===== src/rtl/dsp_codec_if.sv =====
// dsp_codec_if: converter power sequencing, shared ADC/DAC sample clock divider,
// ADC capture on the rising sample edge and a one-word DAC holding register
// drained on the falling sample edge.
// Optional feature macro: DSP_CODEC_IF_TWOS_COMP_EN (flip each word's MSB,
// offset binary <-> two's complement, on both the ADC and DAC paths).
module dsp_codec_if #(
    parameter int unsigned DATA_W     = 14,
    parameter int unsigned NCH        = 2,
    parameter int unsigned CLK_DIV    = 2,
    parameter int unsigned WARMUP_CYC = 1024
) (
    input  logic                  CLK,
    input  logic                  RST_N,
    input  logic                  enable,
    input  logic [NCH*DATA_W-1:0] adc_pins,
    output logic [NCH*DATA_W-1:0] dac_pins,
    output logic                  CLK_ADC,
    output logic                  CLK_DAC,
    output logic                  PWR_ON,
    output logic [NCH-1:0]        ADC_OE_N,
    output logic [NCH*DATA_W-1:0] adc_data,
    output logic                  adc_valid,
    input  logic [NCH*DATA_W-1:0] dac_data,
    input  logic                  dac_valid,
    output logic                  dac_ready,
    output logic                  dac_underrun,
    output logic                  running
);

    localparam int unsigned BUS_W = NCH * DATA_W;
    localparam int unsigned DIV_W = (CLK_DIV > 1) ? $clog2(CLK_DIV) : 1;
    localparam int unsigned WU_W  = (WARMUP_CYC > 1) ? $clog2(WARMUP_CYC) : 1;

`ifdef DSP_CODEC_IF_TWOS_COMP_EN
    localparam logic [BUS_W-1:0] MSB_FLIP = {NCH{{1'b1, {(DATA_W-1){1'b0}}}}};
`else
    localparam logic [BUS_W-1:0] MSB_FLIP = '0;
`endif

    typedef enum logic [1:0] {
        ST_OFF    = 2'd0,
        ST_WARMUP = 2'd1,
        ST_RUN    = 2'd2
    } state_t;

    state_t            state_q, state_d;
    logic [DIV_W-1:0]  div_q, div_d;
    logic [WU_W-1:0]   wcnt_q, wcnt_d;
    logic              sclk_q, sclk_d;
    logic              full_q, full_d;
    logic [BUS_W-1:0]  hold_q, hold_d;
    logic [BUS_W-1:0]  dac_pins_q, dac_pins_d;
    logic [BUS_W-1:0]  adc_data_q, adc_data_d;
    logic              adc_valid_q, adc_valid_d;
    logic              dac_ready_q, dac_ready_d;
    logic              underrun_q, underrun_d;
    logic              first_q, first_d;
    logic              pwr_q, pwr_d;
    logic [NCH-1:0]    oe_n_q, oe_n_d;
    logic              running_q, running_d;

    logic              div_wrap_c;
    logic              in_run_c;
    logic              rise_c;
    logic              fall_c;
    logic              accept_c;

    // Next-state decode: FSM transitions, divider, sample ticks and data paths
    always_comb begin
        state_d     = state_q;
        div_wrap_c  = (state_q != ST_OFF) && (div_q == DIV_W'(CLK_DIV - 1));
        in_run_c    = (state_q == ST_RUN) && enable;
        rise_c      = in_run_c && div_wrap_c && !sclk_q;
        fall_c      = in_run_c && div_wrap_c && sclk_q;
        accept_c    = in_run_c && dac_valid && dac_ready_q;

        case (state_q)
            ST_OFF:    if (enable) state_d = ST_WARMUP;
            ST_WARMUP: begin
                if (!enable)                                 state_d = ST_OFF;
                else if (wcnt_q == WU_W'(WARMUP_CYC - 1))    state_d = ST_RUN;
            end
            ST_RUN:    if (!enable) state_d = ST_OFF;
            default:   state_d = ST_OFF;
        endcase

        // warmup counter only advances while staying in WARMUP
        wcnt_d = ((state_q == ST_WARMUP) && (state_d == ST_WARMUP)) ? wcnt_q + 1'b1 : '0;

        // divider holds at zero in OFF so the first rising edge lands CLK_DIV cycles later
        if ((state_q == ST_OFF) || (state_d == ST_OFF)) begin
            div_d  = '0;
            sclk_d = 1'b0;
        end else begin
            div_d  = div_wrap_c ? '0 : div_q + 1'b1;
            sclk_d = div_wrap_c ? ~sclk_q : sclk_q;
        end

        // fall tick sees the pre-load occupancy; a same-cycle load stays for the next tick
        hold_d = accept_c ? dac_data : hold_q;
        if (state_d != ST_RUN)  full_d = 1'b0;
        else if (fall_c)        full_d = accept_c;
        else                    full_d = full_q | accept_c;

        dac_pins_d = (fall_c && full_q) ? (hold_q ^ MSB_FLIP) : dac_pins_q;

        if (state_d == ST_OFF) underrun_d = 1'b0;
        else                   underrun_d = underrun_q | (fall_c && !full_q && !first_q);

        // first fall tick after RUN entry is exempt from underrun detection
        if (state_d == ST_OFF)                                 first_d = 1'b0;
        else if ((state_q == ST_WARMUP) && (state_d == ST_RUN)) first_d = 1'b1;
        else if (fall_c)                                       first_d = 1'b0;
        else                                                   first_d = first_q;

        adc_data_d  = rise_c ? (adc_pins ^ MSB_FLIP) : adc_data_q;
        adc_valid_d = rise_c;

        dac_ready_d = (state_d == ST_RUN) && !full_d;
        pwr_d       = (state_d != ST_OFF);
        oe_n_d      = {NCH{state_d != ST_RUN}};
        running_d   = (state_d == ST_RUN);
    end

    // State and registered outputs; synchronous active-low reset has top priority
    always_ff @(posedge CLK) begin
        if (!RST_N) begin
            state_q     <= ST_OFF;
            div_q       <= '0;
            wcnt_q      <= '0;
            sclk_q      <= 1'b0;
            full_q      <= 1'b0;
            hold_q      <= '0;
            dac_pins_q  <= '0;
            adc_data_q  <= '0;
            adc_valid_q <= 1'b0;
            dac_ready_q <= 1'b0;
            underrun_q  <= 1'b0;
            first_q     <= 1'b0;
            pwr_q       <= 1'b0;
            oe_n_q      <= '1;
            running_q   <= 1'b0;
        end else begin
            state_q     <= state_d;
            div_q       <= div_d;
            wcnt_q      <= wcnt_d;
            sclk_q      <= sclk_d;
            full_q      <= full_d;
            hold_q      <= hold_d;
            dac_pins_q  <= dac_pins_d;
            adc_data_q  <= adc_data_d;
            adc_valid_q <= adc_valid_d;
            dac_ready_q <= dac_ready_d;
            underrun_q  <= underrun_d;
            first_q     <= first_d;
            pwr_q       <= pwr_d;
            oe_n_q      <= oe_n_d;
            running_q   <= running_d;
        end
    end

    assign dac_pins     = dac_pins_q;
    assign CLK_ADC      = sclk_q;
    assign CLK_DAC      = sclk_q;
    assign PWR_ON       = pwr_q;
    assign ADC_OE_N     = oe_n_q;
    assign adc_data     = adc_data_q;
    assign adc_valid    = adc_valid_q;
    assign dac_ready    = dac_ready_q;
    assign dac_underrun = underrun_q;
    assign running      = running_q;

endmodule

===== config.mk =====
export PLATFORM = sky130hd
export DESIGN_NAME = dsp_codec_if
export DESIGN_NICKNAME = d
export VERILOG_FILES = /design/src/rtl/dsp_codec_if.sv
export SDC_FILE = /design/constraint.sdc
export NUM_CORES = 1
export LEC_CHECK = 0
export CAP_MARGIN = 10
export CORE_UTILIZATION = 47
export CTS_CLUSTER_DIAMETER = 200
export DETAILED_ROUTE_END_ITERATION = 10
export GPL_TIMING_DRIVEN = 0
export PLACE_DENSITY = 0.91
export REMOVE_ABC_BUFFERS = 1
export SYNTH_ARGS = -nofsm -noshare
export SYNTH_HDL_FRONTEND = slang
export SYNTH_SLANG_ARGS = --single-unit
export TNS_END_PERCENT = 10

===== constraint.sdc =====
create_clock -name CLK -period 2.17 [get_ports CLK]
set_clock_uncertainty 0.15 [all_clocks]
set_input_delay 0.434 -clock CLK [delete_from_list [all_inputs] [get_ports CLK]]
set_output_delay 0.434 -clock CLK [all_outputs]
set_load 0.02 [all_outputs]

==> flow_metrics.py <==
metrics = {
    "yosys": {
        "syn-cell-area_sq_um": 4140,
        "synth_area_leaders": "sky130_fd_sc_hd__dfxtp_1, sky130_fd_sc_hd__o21ai_0, sky130_fd_sc_hd__a21oi_1",
        "synth_edf_count": 0,
        "postSynthRegisterBits": 106,
        "yosys_top_cell_area_share": 0.513,
        "syn-mean-instance-area_sq_um": 8.63,
        "synth.lib_cells_used.distinct": 35,
        "postSynthCellCount": 480,
        "netlist_top_cells_count": "sky130_fd_sc_hd__dfxtp_1, sky130_fd_sc_hd__nand2_1, sky130_fd_sc_hd__o21ai_0",
        "ys_warn_count": 0,
        "yosys_most_used_dff": "sky130_fd_sc_hd__dfxtp_1",
        "synth.yosys.seq_area_share": 0.513,
        "synthArstFlopShare": 0,
        "synth_most_common_cell": "sky130_fd_sc_hd__dfxtp_1",
        "netlist.top_cell.by_area": "sky130_fd_sc_hd__dfxtp_1",
    },
    "timing": {
        "timing_max_transition_violations_final": 0,
        "max_slew_margin": 0.254,
        "finalCriticalPeriod_ns": 2.13,
        "final_min_period_over_clock_period": 0.981,
        "clock.fmax_mhz": 470,
        "setup_slack_ns": 0.0415,
        "unrepaired_setup_endpoints_after_global_routing": "yes",
        "final_hold_viol_count": 0,
        "totalNegativeSetupSlack_ns": 0,
        "timing_worst_slew_pin_value_ns": 1.12,
        "setup_viol": 0,
    },
    "die": {
        "die-height_um": 95.9,
        "floorplan.initialDensity": 0.494,
        "row_count": 33,
        "die_w_um": 95.9,
        "ioPinCount": 125,
        "design.die.area_sq_um": 9190,
        "coreArea_sq_um": 8380,
    },
    "cells_and_area": {
        "num-fill-cells": 677,
        "num_antenna_cells": 0,
        "finish.utilization": 0.665,
        "share_of_cells_above_drive_strength_1": 0.0531,
        "regArea_sq_um": 2130,
        "multi_input_gate_area_in_the_final_layout_sq_um": 1800,
        "layout.cells.non_filler": 689,
        "area.growth.synth_to_final_pct": 34.6,
        "layout.nets": 640,
    },
    "clock_tree": {
        "clock_tree.htree_level_count": 3,
        "cts.reportedPaths.clkPinSlew_ns": 0.11,
        "cts_made_buffers": 9,
        "worst_skew_pair_later_pin_latency_ns": 0.36,
        "clock_tree.buffer_depth": 2,
        "cts_sinks": 106,
        "cts_root_buffer": "sky130_fd_sc_hd__clkbuf_8",
        "cts_tree": "built",
    },
    "global_route": {
        "grt_start_max_net_pins": 54,
        "grt_util_overall": 0.245,
        "number_of_global_route_vias_before_repair": 3671,
        "global_route_wire_length_before_repair_um": 17400,
        "initial_antenna_violation_count": 0,
        "global_route.overflow_total": 0,
    },
    "placement": {
        "io_buffer_count": 124,
        "placed_cells": 665,
        "place_hpwl_um": 6860,
        "preCtsSetupSlack_ns": -1.10,
        "place_congestion": 0.733,
    },
    "worst_setup_path": {
        "crit_path_max_incr_delay_ns": 0.66,
        "worst-r2r-cell-count": 3,
        "endpoint_kind": "primary output",
        "critical-path-slowest-cell": "sky130_fd_sc_hd__clkdlybuf4s50_1",
        "timing.critical_path.max_delay_family": "buffers and inverters",
        "ff_to_ff_end": "adc_data[26]$_SDFFE_PN0P_",
        "critPathMaxFanout": 20,
        "crit-reg2reg-launch": "state_q[1]$_SDFF_PN0_",
        "crit_type": "flip-flop to primary output",
        "worst_ep_arrival_time_ns": 1.54,
        "crit_chain": "clkdlybuf4s50_1",
        "critical_path.startpoint_type": "flip-flop",
        "cp.buffers_inverters": 1,
        "crit_required_ns": 1.59,
        "setup.reg_to_reg.worst_slack_ns": 0.10,
    },
    "detailed_routing": {
        "totalWireLength_um": 11600,
        "routed_via_density": 5.71,
        "drt_drc_violations_left": 0,
        "routed-via-count": 3935,
        "antenna_violation_net_count_after_detailed_routing": 0,
        "detail_route.first_pass.iterations": 4,
        "route.detailed.wl_per_inst_um": 16.8,
        "initial_drt_markers": 206,
    },
    "hold_path": {
        "min_delay_path_depth": 3,
        "hold_path_end": "dac_pins[12]$_SDFFE_PN0P_",
        "hold_class": "input port to flip-flop",
        "hold_path.startpoint": "RST_N",
    },
    "power_and_ir_drop": {
        "combinationalPowerShare": 0.052,
        "seqPwrFrac": 0.596,
        "p_sw_frac": 0.233,
        "clkPwrFrac": 0.352,
        "p_leak_nw": 1.78,
        "cellPowerDensity_nw_per_um2": 588,
        "p_int_mw": 2.51,
        "netSwitchingPower_mw": 0.764,
        "p_total_mw": 3.28,
        "vdd_ir_drop_max_uv": 371,
    },
    "run": {
        "drv_cap": 0,
    },
    "run_status": {
        "run_status": "finished, final reports clean",
    },
}
[registers in the layout, indices dropped and copies added, names as in the netlist]
| name | count |
|---|---|
| ADC_OE_N | 1 |
| div_q | 1 |
| adc_data | 28 |
| state_q | 2 |
| wcnt_q | 10 |
| dac_underrun | 1 |
| dac_ready | 1 |
| adc_valid | 1 |
| PWR_ON | 1 |
| first_q | 1 |
| dac_pins | 28 |
| hold_q | 28 |
| full_q | 1 |
| CLK_ADC | 1 |
| running | 1 |
[worst max path at each step]
stage,from,to,slack (ns),cells after the start
final,CLK_ADC$_SDFFE_PP0P_,CLK_DAC,0.04,1
after floorplan,CLK_ADC$_SDFFE_PP0P_,full_q$_SDFF_PN0_,-0.01,3
after detailed placement,enable,dac_pins[26]$_SDFFE_PN0P_,-1.10,4
after global placement,RST_N,adc_valid$_SDFF_PN0_,-2.33,3
after global routing,state_q[1]$_SDFF_PN0_,adc_data[26]$_SDFFE_PN0P_,-0.02,3
after CTS,enable,hold_q[22]$_SDFFE_PN0P_,-0.16,4
[area by class of cell]
class | instances | area share
sequential | 106 | 0.381
multi-input combinational | 327 | 0.323
timing repair buffer | 130 | 0.236
clock buffer | 10 | 0.0247
tap | 105 | 0.0236
clock inverter | 6 | 0.00831
inverter | 5 | 0.00337
[timing repair]
item	in CTS	in global routing
gates resized for setup	5	2
endpoints found under the setup margin	94	60
hold buffers	0	0
endpoints found under the hold margin	0	0
pin swaps	3	2
setup buffers	2	2
cloned	3	1
[stage by stage]
| stage | instance area (sq um) | hold WS, ns |
|---|---|---|
| floorplan | 3900 | 0.270 |
| global placement | 5270 | 0.287 |
| detailed placement | 5310 | 0.296 |
| CTS | 5550 | 0.281 |
| global route | 5570 | 0.299 |
| finish | 5570 | 0.289 |
[layout by cell type, fill, tap and decap left out, types with 4 or more instances in the layout]
master                            count
sky130_fd_sc_hd__a21oi_1             61
sky130_fd_sc_hd__clkbuf_8            10
sky130_fd_sc_hd__mux2i_1             28
sky130_fd_sc_hd__clkdlybuf4s50_1    121
sky130_fd_sc_hd__dfxtp_1            105
sky130_fd_sc_hd__o21ai_0             62
sky130_fd_sc_hd__inv_1                4
sky130_fd_sc_hd__nand3_1             60
sky130_fd_sc_hd__nor2_1              11
sky130_fd_sc_hd__nand2_1             66
sky130_fd_sc_hd__nand4_1              4
sky130_fd_sc_hd__or3_1                4
[power by group through the flow]
stage	clock, mW	sequential [mW]	combinational [mW]
finish	1.15	1.95	0.170
global route	1.26	1.95	0.180
CTS	1.17	1.95	0.169
detailed placement	0	2.00	0.165
global placement	0	2.00	0.157
floorplan	0	2.00	0.0192
[cells by family (layout without fill, tap and decap cells)]
family,after synthesis,count (layout),synth area share
AOI/OAI and AO/OA,130,130,0.162
xor gates and xnor gates,5,5,0.0106
adders and majority gates,1,1,0.00302
buffers and inverters,51,151,0.0626
DFF,106,106,0.513
muxes,28,28,0.0677
and+or+nand+nor,159,163,0.182
[routing by layer]
metal | vias up | global-route usage | wire length (um)
met3 | 20 | 0.0521 | 1000
met4 | 0 | 0.0995 | 208
met5 | - | 0 | 0
li1 | 1866 | - | -
met2 | 184 | 0.415 | 5580
met1 | 1865 | 0.303 | 4790
Power figures use the tool's default switching activity.
